[config.mk]
export PLATFORM = sky130hd
export DESIGN_NAME = decode_stage
export DESIGN_NICKNAME = d
export VERILOG_FILES = /design/src/rtl/decode_stage.sv
export SDC_FILE = /design/constraint.sdc
export NUM_CORES = 2
export LEC_CHECK = 0
export CAP_MARGIN = 15
export CORE_MARGIN = 2
export CORE_UTILIZATION = 25
export CTS_CLUSTER_SIZE = 12
export DETAILED_ROUTE_END_ITERATION = 8
export GPL_TIMING_DRIVEN = 0
export PLACE_DENSITY = 0.39
export RECOVER_POWER = 100
export SLEW_MARGIN = 20
export SYNTH_ARGS = -nofsm -noshare
export SYNTH_HDL_FRONTEND = slang
export SYNTH_SLANG_ARGS = --single-unit
[constraint.sdc]
create_clock -name clk -period 2.3 [get_ports clk]
set_input_delay 0.23 -clock clk [delete_from_list [all_inputs] [get_ports clk]]
set_output_delay 0.23 -clock clk [all_outputs]
set_load 0.05 [all_outputs]
[src/rtl/decode_stage.sv]
// ---------------------------------------------------------------------------
// decode_stage
//
// Second stage of the 5-stage RV32I pipeline, directly downstream of fetch.
// Holds the 32x32 architectural register file (written from writeback),
// decodes the fetched instruction into an immediate and a control bundle,
// detects load-use hazards and drives the D pipeline register for execute.
//
// Ports:
//   clk, rst                 clock (posedge) and asynchronous active-low reset
//   pc_F, instr_F, valid_F   fetch pipeline register
//   flush_E                  execute is redirecting the PC; squash decode
//   ex_mem_read, ex_rd       load currently in execute (load-use detection)
//   wb_en, wb_rd, wb_data    register-file write port from writeback
//   stall_F                  hold PC and fetch register this cycle
//   *_D                      D pipeline register: valid, PC, operands,
//                            immediate, register indices, funct3, ALU op
//                            and control bits, illegal-opcode flag
// ---------------------------------------------------------------------------
module decode_stage #(
    parameter int XLEN = 32,
    parameter int ILEN = 32,
    parameter int NREG = 32
) (
    input  logic            clk,
    input  logic            rst,
    input  logic [XLEN-1:0] pc_F,
    input  logic [ILEN-1:0] instr_F,
    input  logic            valid_F,
    input  logic            flush_E,
    input  logic            ex_mem_read,
    input  logic [4:0]      ex_rd,
    input  logic            wb_en,
    input  logic [4:0]      wb_rd,
    input  logic [XLEN-1:0] wb_data,
    output logic            stall_F,
    output logic            valid_D,
    output logic [XLEN-1:0] pc_D,
    output logic [XLEN-1:0] rd1_D,
    output logic [XLEN-1:0] rd2_D,
    output logic [XLEN-1:0] imm_D,
    output logic [4:0]      rs1_D,
    output logic [4:0]      rs2_D,
    output logic [4:0]      rd_D,
    output logic [2:0]      funct3_D,
    output logic [3:0]      alu_op_D,
    output logic            alu_src_D,
    output logic            reg_write_D,
    output logic            mem_read_D,
    output logic            mem_write_D,
    output logic            branch_D,
    output logic            jump_D,
    output logic [1:0]      wb_sel_D,
    output logic            illegal_D
);

    localparam logic [6:0] OPC_LUI    = 7'b0110111;
    localparam logic [6:0] OPC_AUIPC  = 7'b0010111;
    localparam logic [6:0] OPC_JAL    = 7'b1101111;
    localparam logic [6:0] OPC_JALR   = 7'b1100111;
    localparam logic [6:0] OPC_BRANCH = 7'b1100011;
    localparam logic [6:0] OPC_LOAD   = 7'b0000011;
    localparam logic [6:0] OPC_STORE  = 7'b0100011;
    localparam logic [6:0] OPC_OPIMM  = 7'b0010011;
    localparam logic [6:0] OPC_OP     = 7'b0110011;

    typedef enum logic [2:0] {
        IMM_NONE,
        IMM_I,
        IMM_S,
        IMM_B,
        IMM_U,
        IMM_J
    } imm_fmt_t;

    // Everything the D register carries, kept together so a bubble or a
    // reset is a single assignment of zero.
    typedef struct packed {
        logic            valid;
        logic [XLEN-1:0] pc;
        logic [XLEN-1:0] rd1;
        logic [XLEN-1:0] rd2;
        logic [XLEN-1:0] imm;
        logic [4:0]      rs1;
        logic [4:0]      rs2;
        logic [4:0]      rd;
        logic [2:0]      funct3;
        logic [3:0]      alu_op;
        logic            alu_src;
        logic            reg_write;
        logic            mem_read;
        logic            mem_write;
        logic            branch;
        logic            jump;
        logic [1:0]      wb_sel;
        logic            illegal;
    } d_bundle_t;

    logic [XLEN-1:0] rf [NREG];

    logic [6:0]      opcode;
    logic [4:0]      rs1;
    logic [4:0]      rs2;
    logic [4:0]      rd;
    logic [2:0]      funct3;
    logic [XLEN-1:0] rd1;
    logic [XLEN-1:0] rd2;
    logic [XLEN-1:0] imm_i, imm_s, imm_b, imm_u, imm_j;
    logic [XLEN-1:0] imm;
    imm_fmt_t        imm_fmt;
    logic [3:0]      alu_op;
    logic            alu_src, reg_write, mem_read, mem_write, branch, jump;
    logic [1:0]      wb_sel;
    logic            illegal;
    logic            uses_rs1, uses_rs2;
    logic            hazard;
    d_bundle_t       dec;
    d_bundle_t       d_q;

    assign opcode = instr_F[6:0];
    assign rd     = instr_F[11:7];
    assign funct3 = instr_F[14:12];
    assign rs1    = instr_F[19:15];
    assign rs2    = instr_F[24:20];

    // Reads are combinational. x0 is hardwired to zero, and a writeback to
    // the register being read this cycle is forwarded so decode never sees
    // the stale value.
    assign rd1 = (rs1 == 5'd0)               ? '0      :
                 (wb_en && (wb_rd == rs1))   ? wb_data : rf[rs1];
    assign rd2 = (rs2 == 5'd0)               ? '0      :
                 (wb_en && (wb_rd == rs2))   ? wb_data : rf[rs2];

    // All five RV32I immediate shapes; each is sign-extended from bit 31.
    assign imm_i = XLEN'($signed(instr_F[31:20]));
    assign imm_s = XLEN'($signed({instr_F[31:25], instr_F[11:7]}));
    assign imm_b = XLEN'($signed({instr_F[31], instr_F[7], instr_F[30:25],
                                  instr_F[11:8], 1'b0}));
    assign imm_u = XLEN'($signed({instr_F[31:12], 12'b0}));
    assign imm_j = XLEN'($signed({instr_F[31], instr_F[19:12], instr_F[20],
                                  instr_F[30:21], 1'b0}));

    // Opcode decode into the control bundle. Loads, stores and JALR also
    // select the immediate as ALU operand B because execute forms their
    // address as rs1 + imm; branches compare rs1 against rs2 instead.
    always_comb begin
        imm_fmt   = IMM_NONE;
        alu_op    = 4'b0000;
        alu_src   = 1'b0;
        reg_write = 1'b0;
        mem_read  = 1'b0;
        mem_write = 1'b0;
        branch    = 1'b0;
        jump      = 1'b0;
        wb_sel    = 2'b00;
        illegal   = 1'b0;
        uses_rs1  = 1'b0;
        uses_rs2  = 1'b0;
        case (opcode)
            OPC_LUI, OPC_AUIPC: begin
                imm_fmt   = IMM_U;
                alu_src   = 1'b1;
                reg_write = 1'b1;
            end
            OPC_JAL: begin
                imm_fmt   = IMM_J;
                jump      = 1'b1;
                reg_write = 1'b1;
                wb_sel    = 2'b10;
            end
            OPC_JALR: begin
                imm_fmt   = IMM_I;
                jump      = 1'b1;
                alu_src   = 1'b1;
                reg_write = 1'b1;
                wb_sel    = 2'b10;
                uses_rs1  = 1'b1;
            end
            OPC_BRANCH: begin
                imm_fmt   = IMM_B;
                branch    = 1'b1;
                uses_rs1  = 1'b1;
                uses_rs2  = 1'b1;
            end
            OPC_LOAD: begin
                imm_fmt   = IMM_I;
                alu_src   = 1'b1;
                mem_read  = 1'b1;
                reg_write = 1'b1;
                wb_sel    = 2'b01;
                uses_rs1  = 1'b1;
            end
            OPC_STORE: begin
                imm_fmt   = IMM_S;
                alu_src   = 1'b1;
                mem_write = 1'b1;
                uses_rs1  = 1'b1;
                uses_rs2  = 1'b1;
            end
            OPC_OPIMM: begin
                imm_fmt   = IMM_I;
                alu_src   = 1'b1;
                reg_write = 1'b1;
                uses_rs1  = 1'b1;
                // instr[30] only distinguishes SRAI from SRLI; for every
                // other OP-IMM it is part of the immediate.
                alu_op    = {(funct3 == 3'b101) ? instr_F[30] : 1'b0, funct3};
            end
            OPC_OP: begin
                reg_write = 1'b1;
                uses_rs1  = 1'b1;
                uses_rs2  = 1'b1;
                alu_op    = {instr_F[30], funct3};
            end
            default: begin
                illegal   = 1'b1;
            end
        endcase
    end

    // Immediate select by format; R-type and unknown opcodes give zero.
    always_comb begin
        imm = '0;
        case (imm_fmt)
            IMM_I:   imm = imm_i;
            IMM_S:   imm = imm_s;
            IMM_B:   imm = imm_b;
            IMM_U:   imm = imm_u;
            IMM_J:   imm = imm_j;
            default: imm = '0;
        endcase
    end

    // A load in execute produces its value too late for the instruction
    // now in decode; hold fetch for one cycle. A flush wins because the
    // instruction being stalled is about to be discarded anyway.
    assign hazard  = valid_F && ex_mem_read && (ex_rd != 5'd0) &&
                     ((uses_rs1 && (rs1 == ex_rd)) || (uses_rs2 && (rs2 == ex_rd)));
    assign stall_F = hazard && !flush_E;

    // Candidate D register contents. Data fields follow the decode even
    // when fetch is empty; control bits only survive with a real instruction.
    always_comb begin
        dec           = '0;
        dec.valid     = valid_F;
        dec.pc        = pc_F;
        dec.rd1       = rd1;
        dec.rd2       = rd2;
        dec.imm       = imm;
        dec.rs1       = rs1;
        dec.rs2       = rs2;
        dec.rd        = rd;
        dec.funct3    = funct3;
        dec.alu_op    = alu_op;
        dec.alu_src   = alu_src   && valid_F;
        dec.reg_write = reg_write && valid_F;
        dec.mem_read  = mem_read  && valid_F;
        dec.mem_write = mem_write && valid_F;
        dec.branch    = branch    && valid_F;
        dec.jump      = jump      && valid_F;
        dec.wb_sel    = valid_F ? wb_sel : 2'b00;
        dec.illegal   = illegal   && valid_F;
    end

    // Register file. Writes to x0 are dropped so that entry stays zero.
    always_ff @(posedge clk or negedge rst) begin
        if (!rst) begin
            for (int i = 0; i < NREG; i++) begin
                rf[i] <= '0;
            end
        end else if (wb_en && (wb_rd != 5'd0)) begin
            rf[wb_rd] <= wb_data;
        end
    end

    // D pipeline register. Flush and load-use both insert an all-zero
    // bubble; on a load-use stall fetch holds, so the same instruction is
    // decoded again next cycle.
    always_ff @(posedge clk or negedge rst) begin
        if (!rst) begin
            d_q <= '0;
        end else if (flush_E || hazard) begin
            d_q <= '0;
        end else begin
            d_q <= dec;
        end
    end

    assign valid_D     = d_q.valid;
    assign pc_D        = d_q.pc;
    assign rd1_D       = d_q.rd1;
    assign rd2_D       = d_q.rd2;
    assign imm_D       = d_q.imm;
    assign rs1_D       = d_q.rs1;
    assign rs2_D       = d_q.rs2;
    assign rd_D        = d_q.rd;
    assign funct3_D    = d_q.funct3;
    assign alu_op_D    = d_q.alu_op;
    assign alu_src_D   = d_q.alu_src;
    assign reg_write_D = d_q.reg_write;
    assign mem_read_D  = d_q.mem_read;
    assign mem_write_D = d_q.mem_write;
    assign branch_D    = d_q.branch;
    assign jump_D      = d_q.jump;
    assign wb_sel_D    = d_q.wb_sel;
    assign illegal_D   = d_q.illegal;

endmodule

==> results <==
- The number of optimization iterations in the first detailed-route pass is 7.
- The clock passes through at most 3 buffers.
- The signal on the critical path passes through clkdlybuf4s50_1 > clkbuf_1 > nand2_1 > nor2_1 > nand2_1 > buf_1 > mux2_2.
- In this run the worst path has a maximum fanout of 10.
- The synthesized instance count is 3988.
- The worst endpoint required time is 2980 ps.
- Entering global routing, the biggest net connects around 140 pins.
- The count of unresolved DRC violations after routing is 0.
- The final critical-path setup slack is -160 ps.
- The clock insertion delay at the later pin of the skew report is between 800 and 900 ps.
- The cell accounting for the most synthesized area is sky130_fd_sc_hd__dfrtp_1.
- The leakage dissipation is 30.9 nW.
- Summed over all nets, the half-perimeter wirelength after detailed placement is between 150000 and 200000 um.
- The power density over cell area is around 900 nW/um^2.
- After routing, the total negative slack on setup checks comes to -9380 ps.
- By instance count, the cell type seen most on the critical path is sky130_fd_sc_hd__nand2_1.
- The path class of the tightest hold or removal check is in -> async.
- The hold violation count in the final report is 0.
- The tightest slew margin relative to the limit is -0.221.
- The instance area after placement is 67300 sq um.
- Of the synthesized area, sequential elements account for 0.492.
- The flip-flop and latch count after synthesis is approximately 1200.
- The biggest cell delay along the critical path is 630 ps.
- The share of synthesized area in the top cell type comes to 0.492.
- The dominant synthesized flop cell is sky130_fd_sc_hd__dfrtp_1.
- In this run the tool buffered the top-level ports with roughly 260 buffer cells.
- The level count of the clock H-tree is 4.
- The count of yosys warnings during synthesis is 0.
- The die covers about 240000 sq um.
- The number of CTS-inserted buffers is 147.
- The number of top-level pins is approximately 270.
- The flow ran to the end, but the final reports show violations.
- The global-route wire length before repair is roughly 340000 um.
- The average cell area after synthesis is 15.1 sq um.
- The number of distinct library cells after synthesis is 59.
- The count of cells in the finished layout, fillers not included, comes to ~7800.
- The clock sink count is 1183.
- Clock-pin slew was measured on the worst setup and hold paths at 60 ps.
- In the final layout, the share of cells above drive strength 1 is 0.473.
- The number of placed instances, taps included, is roughly 7500.
- The total routing resource utilization after global routing is 0.196.
- For this run the aggregate overflow at the end of global routing stands at 0.
- The slew at the pin closest to its max-slew limit is 1830 ps.
- Routability-driven placement finished with a final weighted congestion of 0.830.
- The checks that failed: capacitance limit, slew limit, setup timing.
- After synthesis, the share of flip-flops with an asynchronous set or reset is 1.00.
- Setup repair after global routing could not meet its margin everywhere.
- The capturing element type of the critical path is a flip-flop.
- At the worst endpoint, the arrival time is around 3100 ps.
- Yosys mapped a number of flops with a built-in enable equal to 0.
- The portion of the clock cycle consumed by the worst path in the final layout is 1.07.
- The DRC marker count from the first detailed-route iteration is 2773.
- The number of global-route vias before repair is 40200.
- When the netlist entered floorplanning its net count stood at 4100.
- The critical path's slowest cell is sky130_fd_sc_hd__nand2_1.
- The die boundary height is just under 500 um.
- The netlist area before placement is between 60000 and 70000 sq um.
- The number of antenna violations at the first check in global routing is 26.
- The net count reported at finish is 4580.
- The final-layout worst hold slack is 5.49 ps.
- In this run the remaining antenna-violating nets after routing total 0.
- The total setup violations reported at the end of the flow is 180.
- In the final routed layout, each cell accounts on average for approximately 31 um.
- Max-cap violations in this run came to 1.
- Total power for the finished layout comes to approximately 65 mW.
- For this configuration, the core starts out at a cell density of 0.251.
- After routing the design area is roughly 74000 sq um.
- Summed over all layers, the routed wires come to around 240000 um.
- Ranked by total cell area, the synthesized netlist is headed by sky130_fd_sc_hd__dfrtp_1 49%, sky130_fd_sc_hd__mux4_2 19%, sky130_fd_sc_hd__mux2_2 19%.
- The tree is rooted in a sky130_fd_sc_hd__clkbuf_16.
- The pre-CTS worst setup slack is -2530 ps.
- On the final layout, the worst clock skew is 29.2 ps.
- The final route contains 39200 vias.
- For this run, the top clock speed supported by timing is 407 MHz.
- For the finished layout, the period the worst path requires is 2460 ps.
- STA classifies the critical path startpoint as a primary input.
- In this design, the largest share of critical-path delay is due to buffers and inverters.
- The via density per instance is 5.03.
- The number of standard-cell rows in the floorplan is 180.
- The final count of pins violating max slew is approximately 120.
- The number of buffers and inverters on the critical path is 3.
- Measured on the finished design, the core utilization comes to 0.309.
- TritonCTS built the clock tree.
- The worst setup path is of the in -> reg kind.
- The floorplan step defined a core boundary enclosing approximately 240000 sq um.
- The area growth from synthesis to layout is 23.1%.
- The die is 495 um wide.
- The worst IR drop on VDD is approximately 0.80 mV.
-- sequential cells by signal, indices dropped and copies added (netlist names) --
register and count:
alu_op_D 4, rs2_D 5, jump_D 1, rd_D 5, alu_src_D 1, pc_D 32, valid_D 1, rd2_D 32
rf 1024, rd1_D 32, illegal_D 1, rs1_D 5, imm_D 32, wb_sel_D 2, funct3_D 3, mem_write_D 1
reg_write_D 1, branch_D 1
-- cells by family after synthesis --
| family | after synthesis | synth area share |
|---|---|---|
| AND/OR/NAND/NOR | 390 | 0.0324 |
| AO/OA/AOI/OAI | 303 | 0.0395 |
| flip-flops | 1183 | 0.492 |
| buffers and inverters | 460 | 0.0356 |
| XOR/XNOR | 20 | 0.00291 |
| multiplexers | 1632 | 0.398 |
-- report_power, final --
group          total, mW  switching [mW]  internal [mW]
clock network       24.3            9.86           14.4
registers           26.9            2.48           24.4
logic               13.7            6.40           7.31
total               64.9            18.7           46.2
-- layout by cell type, fill, tap and decap left out, types with 9 or more instances in the layout --
cell type / n
sky130_fd_sc_hd__o21ai_2: 19
sky130_fd_sc_hd__a22oi_1: 67
sky130_fd_sc_hd__nor4_1: 30
sky130_fd_sc_hd__and2_1: 48
sky130_fd_sc_hd__dfrtp_1: 1183
sky130_fd_sc_hd__nand2_1: 43
sky130_fd_sc_hd__nor2_4: 12
sky130_fd_sc_hd__a22o_1: 62
sky130_fd_sc_hd__nor3_1: 9
sky130_fd_sc_hd__o21ai_1: 45
sky130_fd_sc_hd__clkbuf_8: 33
sky130_fd_sc_hd__buf_4: 51
sky130_fd_sc_hd__buf_2: 85
sky130_fd_sc_hd__mux2_2: 994
sky130_fd_sc_hd__buf_1: 34
sky130_fd_sc_hd__nor4_2: 11
sky130_fd_sc_hd__clkbuf_1: 201
sky130_fd_sc_hd__bufinv_16: 13
sky130_fd_sc_hd__mux2i_1: 128
sky130_fd_sc_hd__xor2_1: 13
sky130_fd_sc_hd__nor4_4: 23
sky130_fd_sc_hd__clkinv_2: 22
sky130_fd_sc_hd__clkbuf_2: 63
sky130_fd_sc_hd__and3_1: 12
sky130_fd_sc_hd__a2111oi_2: 43
sky130_fd_sc_hd__a21oi_1: 21
sky130_fd_sc_hd__clkbuf_4: 16
sky130_fd_sc_hd__mux4_2: 510
sky130_fd_sc_hd__buf_6: 41
sky130_fd_sc_hd__nor2_1: 144
sky130_fd_sc_hd__a2111oi_4: 12
sky130_fd_sc_hd__clkbuf_16: 150
sky130_fd_sc_hd__diode_2: 13
sky130_fd_sc_hd__clkdlybuf4s50_1: 248
sky130_fd_sc_hd__dlygate4sd3_1: 39
sky130_fd_sc_hd__dlygate4sd2_1: 9
-- cells in the mapped netlist (3+ instances only) --
cell / instances
sky130_fd_sc_hd__a2111oi_0: 19
sky130_fd_sc_hd__a2111oi_1: 24
sky130_fd_sc_hd__a2111oi_2: 20
sky130_fd_sc_hd__a211oi_1: 3
sky130_fd_sc_hd__a21oi_1: 21
sky130_fd_sc_hd__a22o_1: 62
sky130_fd_sc_hd__a22oi_1: 67
sky130_fd_sc_hd__and2_1: 49
sky130_fd_sc_hd__and3_1: 14
sky130_fd_sc_hd__buf_1: 58
sky130_fd_sc_hd__buf_2: 123
sky130_fd_sc_hd__buf_4: 16
sky130_fd_sc_hd__buf_6: 27
sky130_fd_sc_hd__clkbuf_1: 228
sky130_fd_sc_hd__dfrtp_1: 1183
sky130_fd_sc_hd__inv_1: 5
sky130_fd_sc_hd__mux2_2: 994
sky130_fd_sc_hd__mux2i_1: 128
sky130_fd_sc_hd__mux4_2: 510
sky130_fd_sc_hd__nand2_1: 45
sky130_fd_sc_hd__nand2b_1: 4
sky130_fd_sc_hd__nand3_1: 5
sky130_fd_sc_hd__nand3b_1: 5
sky130_fd_sc_hd__nand4_1: 3
sky130_fd_sc_hd__nor2_1: 160
sky130_fd_sc_hd__nor2b_1: 8
sky130_fd_sc_hd__nor3_1: 11
sky130_fd_sc_hd__nor3b_1: 8
sky130_fd_sc_hd__nor4_1: 64
sky130_fd_sc_hd__o21ai_0: 5
sky130_fd_sc_hd__o21ai_1: 64
sky130_fd_sc_hd__xnor2_1: 7
sky130_fd_sc_hd__xor2_1: 13
-- tightest hold or removal path: cells and delay by family --
| kind | cells | cell delay [ps] |
|---|---|---|
| buf+inv | 5 | 1010 |
-- path summary, 6_finish.rpt --
kind | depth (start not counted) | from | slack [ps] | to
worst max register to register | 6 | rf[15] | -50 | rd1_D[15]
max in group asynchronous | 7 | rst | 190 | rf[987]
worst min-delay path | 5 | rst | 5 | pc_D[12]
worst max-delay path | 7 | wb_en | -160 | rf[840]
min in group clk | 3 | instr_F[26] | 70 | imm_D[26]
worst min register to register | 1 | rf[1017] | 470 | rf[1017]
-- final cells by class --
class,instances,area (sq um)
antenna,13,32.5
buffer,453,2560
clock buffer,215,4290
clock inverter,52,683
fill,24100,166000
inverter,6,22.5
multi-input combinational,2345,29500
sequential,1183,29600
tap,3185,3990
timing repair buffer,332,3470
-- per-layer routing --
metal  vias to the layer above  share of wire  track usage
li1                      16300              -            -
met1                     21500           0.45        0.266
met2                      1069           0.47        0.316
met3                       303          0.050       0.0376
met4                         8          0.031       0.0627
met5                         -        0.00023            0
-- repair_timing --
| item | 4_1_cts | 5_1_grt |
|---|---|---|
| endpoints found under the setup margin | 693 | 615 |
| buffers inserted | 1 | 2 |
| pin swaps | 22 | 4 |
| gates cloned | 2 | 2 |
| hold buffers | 39 | 5 |
| gates resized for setup | 316 | 58 |
| endpoints found under the hold margin | 306 | 200 |
(Power assumes the default switching activity.)
